==> src/rtl/lu_issue_queue_if.sv <==
// Command and result handshake bundle between a producer/consumer and the
// logic-unit issue queue.
interface lu_issue_queue_if;
  logic       in_valid;
  logic       in_ready;
  logic [7:0] in_x;
  logic [7:0] in_y;
  logic       in_sel1;
  logic       in_sel0;
  logic       in_chain;
  logic       out_valid;
  logic [7:0] out_f;
  logic       out_ready;

  modport master (
    output in_valid, in_x, in_y, in_sel1, in_sel0, in_chain, out_ready,
    input  in_ready, out_valid, out_f
  );

  modport slave (
    input  in_valid, in_x, in_y, in_sel1, in_sel0, in_chain, out_ready,
    output in_ready, out_valid, out_f
  );
endinterface

==> src/rtl/lu_issue_queue.sv <==
// Command FIFO and issue stage feeding an external 8-bit logic unit; the
// returned result is captured into a valid/ready output holding register.
module lu_issue_queue #(
  parameter int DEPTH = 4
) (
  input  logic                     clk,
  input  logic                     rst_n,
  lu_issue_queue_if.slave          bus,
  output logic [7:0]               lu_x,
  output logic [7:0]               lu_y,
  output logic                     lu_sel1,
  output logic                     lu_sel0,
  input  logic [7:0]               lu_f,
  output logic [$clog2(DEPTH):0]   count,
  output logic [7:0]               last_f
);

  localparam int AW = $clog2(DEPTH);

  typedef struct packed {
    logic [7:0] x;
    logic [7:0] y;
    logic       sel1;
    logic       sel0;
    logic       chain;
  } cmd_t;

  cmd_t        mem [DEPTH];
  logic [AW:0] wr_ptr;
  logic [AW:0] rd_ptr;
  cmd_t        head;
  logic        empty;
  logic        push;
  logic        issue;

  // Pointers carry one extra wrap bit so full and empty stay distinguishable.
  assign count        = wr_ptr - rd_ptr;
  assign empty        = (count == '0);
  assign bus.in_ready = (count != (AW + 1)'(DEPTH));
  assign push         = bus.in_valid && bus.in_ready;
  assign issue        = !empty && (!bus.out_valid || bus.out_ready);
  assign head         = mem[rd_ptr[AW-1:0]];

  // Chain is resolved here, at issue time, so it always sees the newest result.
  always_comb begin
    lu_x    = '0;
    lu_y    = '0;
    lu_sel1 = 1'b0;
    lu_sel0 = 1'b0;
    if (!empty) begin
      lu_x    = head.chain ? last_f : head.x;
      lu_y    = head.y;
      lu_sel1 = head.sel1;
      lu_sel0 = head.sel0;
    end
  end

  // NOTE: the storage array is deliberately not reset; the pointers alone
  // decide which entries are live, and leaving it unreset keeps it a plain RAM.
  always_ff @(posedge clk) begin
    if (push) begin
      mem[wr_ptr[AW-1:0]] <= '{x:     bus.in_x,
                              y:     bus.in_y,
                              sel1:  bus.in_sel1,
                              sel0:  bus.in_sel0,
                              chain: bus.in_chain};
    end
  end

  // NOTE: all registered state uses non-blocking assignments so every
  // register samples pre-edge values regardless of statement order.
  always_ff @(posedge clk or negedge rst_n) begin
    if (!rst_n) begin
      wr_ptr        <= '0;
      rd_ptr        <= '0;
      bus.out_valid <= 1'b0;
      bus.out_f     <= '0;
      last_f        <= '0;
    end else begin
      if (push) begin
        wr_ptr <= wr_ptr + 1'b1;
      end
      if (issue) begin
        rd_ptr        <= rd_ptr + 1'b1;
        bus.out_valid <= 1'b1;
        bus.out_f     <= lu_f;
        last_f        <= lu_f;
      end else if (bus.out_ready) begin
        bus.out_valid <= 1'b0;
      end
    end
  end

endmodule

==> src/flat_wrapper.sv <==
// flat-port wrapper written by rule: the top's interface ports become plain ports
module lu_issue_queue_flat 
#(
  parameter int DEPTH = 4
)
  (clk, rst_n, lu_x, lu_y, lu_sel1, lu_sel0, lu_f, count, last_f, bus_in_valid, bus_in_x, bus_in_y, bus_in_sel1, bus_in_sel0, bus_in_chain, bus_out_ready, bus_in_ready, bus_out_valid, bus_out_f);
  lu_issue_queue_if bus_i ();
  input  logic clk;
  input  logic rst_n;
  output logic [7:0] lu_x;
  output logic [7:0] lu_y;
  output logic lu_sel1;
  output logic lu_sel0;
  input  logic [7:0] lu_f;
  output logic [$clog2(DEPTH):0] count;
  output logic [7:0] last_f;
  input wire logic [$bits(bus_i.in_valid)-1:0] bus_in_valid;
  input wire logic [$bits(bus_i.in_x)-1:0] bus_in_x;
  input wire logic [$bits(bus_i.in_y)-1:0] bus_in_y;
  input wire logic [$bits(bus_i.in_sel1)-1:0] bus_in_sel1;
  input wire logic [$bits(bus_i.in_sel0)-1:0] bus_in_sel0;
  input wire logic [$bits(bus_i.in_chain)-1:0] bus_in_chain;
  input wire logic [$bits(bus_i.out_ready)-1:0] bus_out_ready;
  output wire logic [$bits(bus_i.in_ready)-1:0] bus_in_ready;
  output wire logic [$bits(bus_i.out_valid)-1:0] bus_out_valid;
  output wire logic [$bits(bus_i.out_f)-1:0] bus_out_f;
  assign bus_i.in_valid = bus_in_valid;
  assign bus_i.in_x = bus_in_x;
  assign bus_i.in_y = bus_in_y;
  assign bus_i.in_sel1 = bus_in_sel1;
  assign bus_i.in_sel0 = bus_in_sel0;
  assign bus_i.in_chain = bus_in_chain;
  assign bus_i.out_ready = bus_out_ready;
  assign bus_in_ready = bus_i.in_ready;
  assign bus_out_valid = bus_i.out_valid;
  assign bus_out_f = bus_i.out_f;
  lu_issue_queue #(.DEPTH(DEPTH)) u_core (.clk(clk), .rst_n(rst_n), .bus(bus_i), .lu_x(lu_x), .lu_y(lu_y), .lu_sel1(lu_sel1), .lu_sel0(lu_sel0), .lu_f(lu_f), .count(count), .last_f(last_f));
endmodule
==> config.mk <==
export PLATFORM = sky130hd
export DESIGN_NAME = lu_issue_queue_flat
export DESIGN_NICKNAME = d
export VERILOG_FILES = /design/src/rtl/lu_issue_queue_if.sv /design/src/rtl/lu_issue_queue.sv /design/src/flat_wrapper.sv
export SDC_FILE = /design/constraint.sdc
export NUM_CORES = 1
export LEC_CHECK = 0
export CORE_MARGIN = 2
export CORE_UTILIZATION = 55
export CTS_BUF_LIST = sky130_fd_sc_hd__clkbuf_2 sky130_fd_sc_hd__clkbuf_4 sky130_fd_sc_hd__clkbuf_8
export CTS_CLUSTER_SIZE = 14
export DETAILED_ROUTE_END_ITERATION = 16
export PLACE_DENSITY = 0.81
export SETUP_SLACK_MARGIN = 0.3
export SYNTH_ARGS = -nofsm -noshare
export SYNTH_HDL_FRONTEND = slang
export SYNTH_SLANG_ARGS = --single-unit
==> constraint.sdc <==
create_clock -name clk -period 3.9 [get_ports clk]
set_input_delay 0.78 -clock clk [delete_from_list [all_inputs] [get_ports clk]]
set_output_delay 0.78 -clock clk [all_outputs]
set_load 0.05 [all_outputs]
==> flow_summary.rst, run 1 <==
.. list-table::
   :header-rows: 1

   * - Metric
     - Value
   * - Core Footprint
     - 0.00672 mm2
   * - Setup Crit Path Kind
     - reg -> out
   * - TritonCTS Buffers
     - 9
   * - Placed cell area
     - around 0.0045 mm2
   * - Antenna violations before repair
     - 0
   * - Sequential-to-total area share from yosys stat
     - 70.7%
   * - Die Footprint
     - between 0.007 and 0.008 mm2
   * - Largest cells by area after synthesis
     - edfxtp_1 61%, mux4_2 11%, dfrtp_1 10%, mux2_2 3.0%, mux2i_1 2.1%
   * - Core utilization of the finished layout
     - 69.3%
   * - CP top delay family
     - adder cells
   * - Hold violation total from the final report
     - 0
   * - Area of the multi-input gates
     - slightly below 0.001 mm2
   * - DRC violation count after routing
     - 0
   * - Final Max Tran Viols
     - 0
   * - Via count
     - 1936
   * - Final standard cell count with taps included and fillers excluded
     - 351
   * - Met2 WL post-DR
     - roughly 3.4 mm
   * - Clock latency on the worst-skew pair
     - 0.35 ns
   * - Overall track demand over capacity in global routing
     - between 10% and 20%
   * - Via count of the first global-routing pass
     - 1986
   * - Count of input and output buffers
     - 69
   * - Upper clock frequency limit
     - ~290 MHz
   * - Commonest cells in the netlist
     - 76 x edfxtp_1, 19 x mux4_2, 15 x dfrtp_1
   * - Layout Cell Area excl Fill
     - 0.00466 mm2
   * - CTS tree
     - yes
   * - Synth unique cells
     - 30
   * - Highest-delay cell along the critical path
     - fa_1
   * - Placed wire-length estimate after detailed placement
     - roughly 4.3 mm
   * - Skew final
     - between 0.007 and 0.008 ns
   * - Final critical-path required period
     - roughly 3.4 ns
   * - Number of enable flip-flop cells after synthesis
     - 76
   * - Number of H-tree levels
     - 3
   * - Category of the worst setup path launch point
     - flip-flop
   * - Post-cts repair resize count
     - 1
   * - Wirelength, routed
     - approximately 6.6 mm
   * - Delay of the slowest cell on the worst path
     - between 0.4 and 0.5 ns
   * - Placer Congestion
     - between 0.7 and 0.8
   * - Number of setup violations in the final report
     - 0
   * - Worst-margin pin slew
     - around 0.84 ns
   * - Die Wd
     - 86.7 um
   * - Standard-cell rows
     - 30
   * - Flip-flop and latch area
     - between 0.002 and 0.003 mm2
   * - Number of placed I/O pins
     - 70
   * - Sink Count
     - 91
   * - Number of cells produced by synthesis
     - roughly 200
   * - Final cycle utilization of the critical path
     - ~88%
   * - Growth of design area from synthesis to finish
     - 23.9%
   * - Relative slew margins
     - between 40% and 50%
   * - Total of fill cells in the finished design
     - roughly 440
   * - Top cell by count, worst path
     - buf_4
   * - Largest net degree at the start of global routing
     - 22
   * - Wire length of the first global-routing pass
     - just over 10 mm
   * - CP Buf/Inv Count
     - 4
   * - Maximum buffer depth of the clock tree
     - 2
   * - Vias per Instance
     - 5.52
   * - Arrival time worst endpoint
     - between 2 and 3 ns
   * - Number of iterations in the first detailed-routing pass
     - 4
   * - Post-Route Setup TNS
     - 0 ns
   * - Run status
     - complete, no violations
   * - Antenna Nets Post-Route
     - 0
   * - Most used flip-flop cell after synthesis
     - edfxtp_1
   * - RSZ-0062 raised after global routing
     - no
   * - Nets
     - 304
   * - Met3 Routed Length
     - between 300 and 400 um
   * - Nature of the critical path endpoint
     - output port
   * - Wire length per cell
     - roughly 19 um
   * - CP required
     - between 3 and 4 ns
   * - Post-CTS Hold Fix Bufs
     - 0
   * - Number of diodes
     - 0
   * - Initial standard-cell utilization of the core
     - between 50% and 60%
   * - Library cell with the highest instance count after synthesis
     - edfxtp_1
   * - Count of maximum capacitance violations
     - 0
   * - Count of yosys warnings during synthesis
     - 0
   * - Highest net fanout along the worst path
     - 10
   * - Gr ovfl total
     - 0
   * - Share of flip-flops with an asynchronous set or reset after synthesis
     - between 15 and 20%
   * - Post-CTS setup repair buffer count
     - 0
   * - Root buffer cell
     - clkbuf_8
   * - Clock slew at the register clock pins of the worst setup and hold paths
     - 0.08 ns
   * - DRT iter0 DRCs
     - 135
   * - Series of cell instances along the critical path
     - inv_1, ha_1, fa_1, xnor3_2, inv_2, nor2_4, buf_4, nor2b_1, buf_4
   * - Hold/Removal Path Class
     - reg -> reg
   * - Post-Place Cells
     - roughly 340
   * - Met1 Wirelength
     - ~2.9 mm
   * - Highest signal layer in the routed design
     - met4
   * - Fraction of post-synthesis cell area in the top cell type by area
     - between 60% and 70%
   * - Synth Register Bits
     - 91
   * - Share of post-route cells with drive strength above 1
     - ~28%
   * - Area of the mapped netlist
     - between 0.003 and 0.004 mm2
   * - Die extent in y
     - 86.7 um
   * - Post-synthesis cell type with the largest combined area
     - edfxtp_1
   * - Mean instance size in the synthesized netlist
     - about 19 um2
   * - Number of nets produced by synthesis
     - between 200 and 250
-- per-layer routing --
metal,GRT usage [%],vias to the layer above
met3,4.95,5
met2,31.8,69
met1,24.9,977
met4,5.54,0
li1,-,885
met5,0,-
-- metrics by stage --
stage	hold slack [ns]	setup WS (ns)
finish	0.545	0.473
global route	0.562	0.306
CTS	0.548	0.423
detailed placement	0.533	0.670
global placement	0.518	0.778
floorplan	0.484	0.487
-- registers in the layout, summed over array words and instances, names as in the netlist --
register and flops:
u_core.bus.out_f 8, u_core.bus.out_valid 1, u_core.mem 76, u_core.rd_ptr 3
u_core.wr_ptr 3
-- final timing paths --
path / cells after the start / slack, ns / from / end
min reg2reg: 1 / 0.55 / u_core.wr_ptr[0] / u_core.wr_ptr[0]
max in group asynchronous: 1 / 2.58 / rst_n / u_core.rd_ptr[1]
max: 9 / 0.47 / u_core.wr_ptr[0] / lu_y[5]
min: 1 / 0.55 / u_core.wr_ptr[0] / u_core.wr_ptr[0]
min in group asynchronous: 1 / 0.86 / rst_n / u_core.bus.out_f[3]
max reg2reg: 6 / 1.22 / u_core.wr_ptr[0] / u_core.mem[3][7]
-- layout by cell type, fill, tap and decap left out, drive strengths merged, types with 2 or more instances in the layout --
cell type,n
mux2,10
nor2,9
o21ai,3
mux4,19
and3,3
buf,27
clkbuf,10
dfrtp,15
ha,6
clkdlybuf4s50,48
clkinvlp,2
xnor2,4
inv,10
nand2,2
edfxtp,76
mux2i,8
nor2b,10
-- kinds of logic (layout without fill, tap and decap cells) --
group           after synthesis  after routing  share of synthesized area [%]
xor+xnor                      6              6                           1.80
buf+inv                      22             98                           3.49
flops                        91             91                           70.7
mux                          37             37                           16.5
simple gates                 26             26                           3.63
compound gates                6              6                           1.40
fa+ha+maj                     7              7                           2.53
-- layout make-up --
class                           instances  area share [%]
Clock buffer                           10            2.82
Multi-Input combinational cell         82            21.0
Timing Repair Buffer                   75            14.9
Inverter                                7           0.564
Sequential cell                        91            57.0
Tap cell                               80            2.15
Clock inverter                          6            1.53
Power of run 1 is left out: the tool's default activity adds up to more than one toggle a clock period on the data nets, which glitch-free logic cannot reach.
==> run 2, diff against run 1 <==
- PLACE_DENSITY: 0.81 -> 0.8
==> flow_summary.rst, run 2 (synthesis gave the netlist of run 1 again) <==
.. list-table::
   :header-rows: 1

   * - Metric
     - Value
   * - Run status
     - complete, no violations
   * - Number of H-tree levels
     - 3 (unchanged)
   * - Maximum buffer depth of the clock tree
     - 2 (unchanged)
   * - Final critical-path required period
     - 3.36 ns (-0.0691 ns)
   * - Antenna Nets Post-Route
     - 0 (unchanged)
   * - Most common cell after layout, fill and taps aside
     - edfxtp_1
   * - Standard-cell rows
     - 30 (unchanged)
   * - Gr ovfl total
     - 0 (unchanged)
   * - Arrival time worst endpoint
     - 2.58 ns (-0.07 ns)
   * - Total of fill cells in the finished design
     - 447 (+0.90%)
   * - Antenna violations before repair
     - 0 (unchanged)
   * - Commonest non-fill, non-tap cells in the layout
     - 76 x edfxtp_1, 48 x clkdlybuf4s50_1, 25 x buf_4
   * - Via count
     - 1918 (-0.93%)
   * - Worst-margin pin slew
     - 0.878 ns (+0.0400 ns)
   * - Share of post-route cells with drive strength above 1
     - 27.7% (-0.37 points)
   * - Number of iterations in the first detailed-routing pass
     - 4 (unchanged)
   * - Core Footprint
     - 0.00672 mm2 (unchanged)
   * - Hold violation total from the final report
     - 0 (unchanged)
   * - Highest net fanout along the worst path
     - 13 (+3)
   * - Sink Count
     - 91 (unchanged)
   * - Number of cells on the worst hold path
     - 2 (+1)
   * - Layout Cell Area excl Fill
     - 0.00464 mm2 (-0.51%)
   * - DRC violation count after routing
     - 0 (unchanged)
   * - Skew final
     - 0.00823 ns (+0.000678 ns)
   * - CTS tree
     - yes
   * - Capture point of the worst reg-to-reg path
     - u_core.mem[3][0]
   * - Number of setup violations in the final report
     - 0 (unchanged)
   * - Count of input and output buffers
     - 69 (unchanged)
   * - Series of cell instances along the critical path
     - inv_1, ha_1, fa_1, nand2_1, nor2_4, buf_12, nor2_1, buf_4
   * - Clock slew at the register clock pins of the worst setup and hold paths
     - 0.08 ns (about the same)
   * - Die Footprint
     - 0.00752 mm2 (unchanged)
   * - CP top delay family
     - adder cells
   * - Category of the worst setup path launch point
     - flip-flop
   * - Number of diodes
     - 0 (unchanged)
   * - Final cycle utilization of the critical path
     - 86.1% (-1.8 points)
   * - Placed cell area
     - 0.00446 mm2 (+0.28%)
   * - Via count of the first global-routing pass
     - 2047 (+3.1%)
   * - Post-Route Setup TNS
     - 0 ns (unchanged)
   * - Setup slack on the worst flop-to-flop path
     - 1.14 ns (-0.08 ns)
   * - Nature of the critical path endpoint
     - output port
   * - Final Max Tran Viols
     - 0 (unchanged)
   * - DRT iter0 DRCs
     - 63 (-53%)
   * - Hold/Removal Path Class
     - reg -> reg
   * - Nets
     - 304 (unchanged)
   * - Count of maximum capacitance violations
     - 0 (unchanged)
   * - Root buffer cell
     - clkbuf_8
   * - Overall track demand over capacity in global routing
     - 18.9% (-0.10 points)
   * - Highest-delay cell along the critical path
     - fa_1
   * - Endpoint, Worst Hold
     - u_core.rd_ptr[2]
   * - Setup Crit Path Kind
     - reg -> out
   * - CP required
     - 3.12 ns (about the same)
   * - Flip-flop count of the largest register after layout
     - 76 (unchanged)
   * - Number of cells on the worst reg-to-reg path
     - 6 (unchanged)
   * - Growth of design area from synthesis to finish
     - 23.3%
   * - Clock latency on the worst-skew pair
     - 0.34 ns (about the same)
   * - FF-to-FF Start
     - u_core.wr_ptr[0]
   * - Relative slew margins
     - 41.4% (-2.7 points)
   * - Die Wd
     - 86.7 um (unchanged)
   * - Largest net degree at the start of global routing
     - 22 (unchanged)
   * - RSZ-0062 raised after global routing
     - no
   * - Worst hold path startpoint
     - u_core.rd_ptr[2]
   * - Initial standard-cell utilization of the core
     - 56.0% (unchanged)
   * - Placed wire-length estimate after detailed placement
     - 4.18 mm (-3.7%)
   * - Wirelength, routed
     - 6.48 mm (-2.4%)
   * - Wire length per cell
     - 18.5 um (-2.4%)
   * - Wire length of the first global-routing pass
     - 10.4 mm (+1.1%)
   * - Placer Congestion
     - 0.828 (+11%)
   * - Upper clock frequency limit
     - 298 MHz (+2.1%)
   * - CP Buf/Inv Count
     - 3 (-1)
   * - Die extent in y
     - 86.7 um (unchanged)
   * - TritonCTS Buffers
     - 9 (unchanged)
   * - Delay of the slowest cell on the worst path
     - 0.55 ns (+0.10 ns)
   * - Final standard cell count with taps included and fillers excluded
     - 351 (unchanged)
   * - Number of placed I/O pins
     - 70 (unchanged)
   * - Post-Place Cells
     - 335 (unchanged)
   * - Vias per Instance
     - 5.46 (-0.93%)
   * - Crit path depth
     - 8 (-1)
-- run 2: area by class of cell --
cell class	instances	area (um2)	share of cell area (%)
Multi-Input combinational cell	82	977	21.1
Clock buffer	9	124	2.67
Sequential cell	91	2660	57.3
Clock inverter	7	42.5	0.918
Tap cell	80	100	2.16
Timing Repair Buffer	75	708	15.3
Inverter	7	26.3	0.567
-- run 2: worst max path at each step --
stage                startpoint  slack [ns]       to
5_1_grt        u_core.wr_ptr[0]        0.41  lu_y[2]
2_1_floorplan  u_core.wr_ptr[0]        0.49  lu_y[5]
6_report       u_core.wr_ptr[0]        0.54  lu_x[4]
3_5_place_dp   u_core.wr_ptr[0]        0.79  lu_x[2]
3_3_place_gp   u_core.wr_ptr[0]        0.91  lu_x[4]
4_1_cts        u_core.wr_ptr[0]        0.38  lu_x[2]
-- run 2: worst register-to-register path: cells and delay by family, from the launching register on --
| family | cells | cell delay (ns) |
|---|---|---|
| buffers and inverters | 2 | 0.77 |
| AOI/OAI and AO/OA | 1 | 0.17 |
| DFF | 1 | 0.44 |
| adders and majority gates | 2 | 0.71 |
| and+or+nand+nor | 1 | 0.29 |
-- run 2: metal layers --
layer | track usage (%) | wire (um)
met1 | 25.3 | 2860
met2 | 30.4 | 3290
met3 | 3.81 | 225
met4 | 8.52 | 102
met5 | 0 | 0
-- run 2: per-stage QoR --
stage / hold WS (ns) / util, % / setup WS [ns]
global route: 0.559 / 69.0 / 0.413
CTS: 0.557 / 68.9 / 0.384
floorplan: 0.484 / - / 0.487
finish: 0.565 / 69.0 / 0.542
detailed placement: 0.543 / 66.4 / 0.791
global placement: 0.519 / 66.4 / 0.912
-- run 2: timing repair --
action                     CTS  global route
gates resized for setup      0             1
setup endpoints to repair    0             8
hold buffers                 0             0
buffers inserted             0             0
Power of run 2 is left out for the same reason.
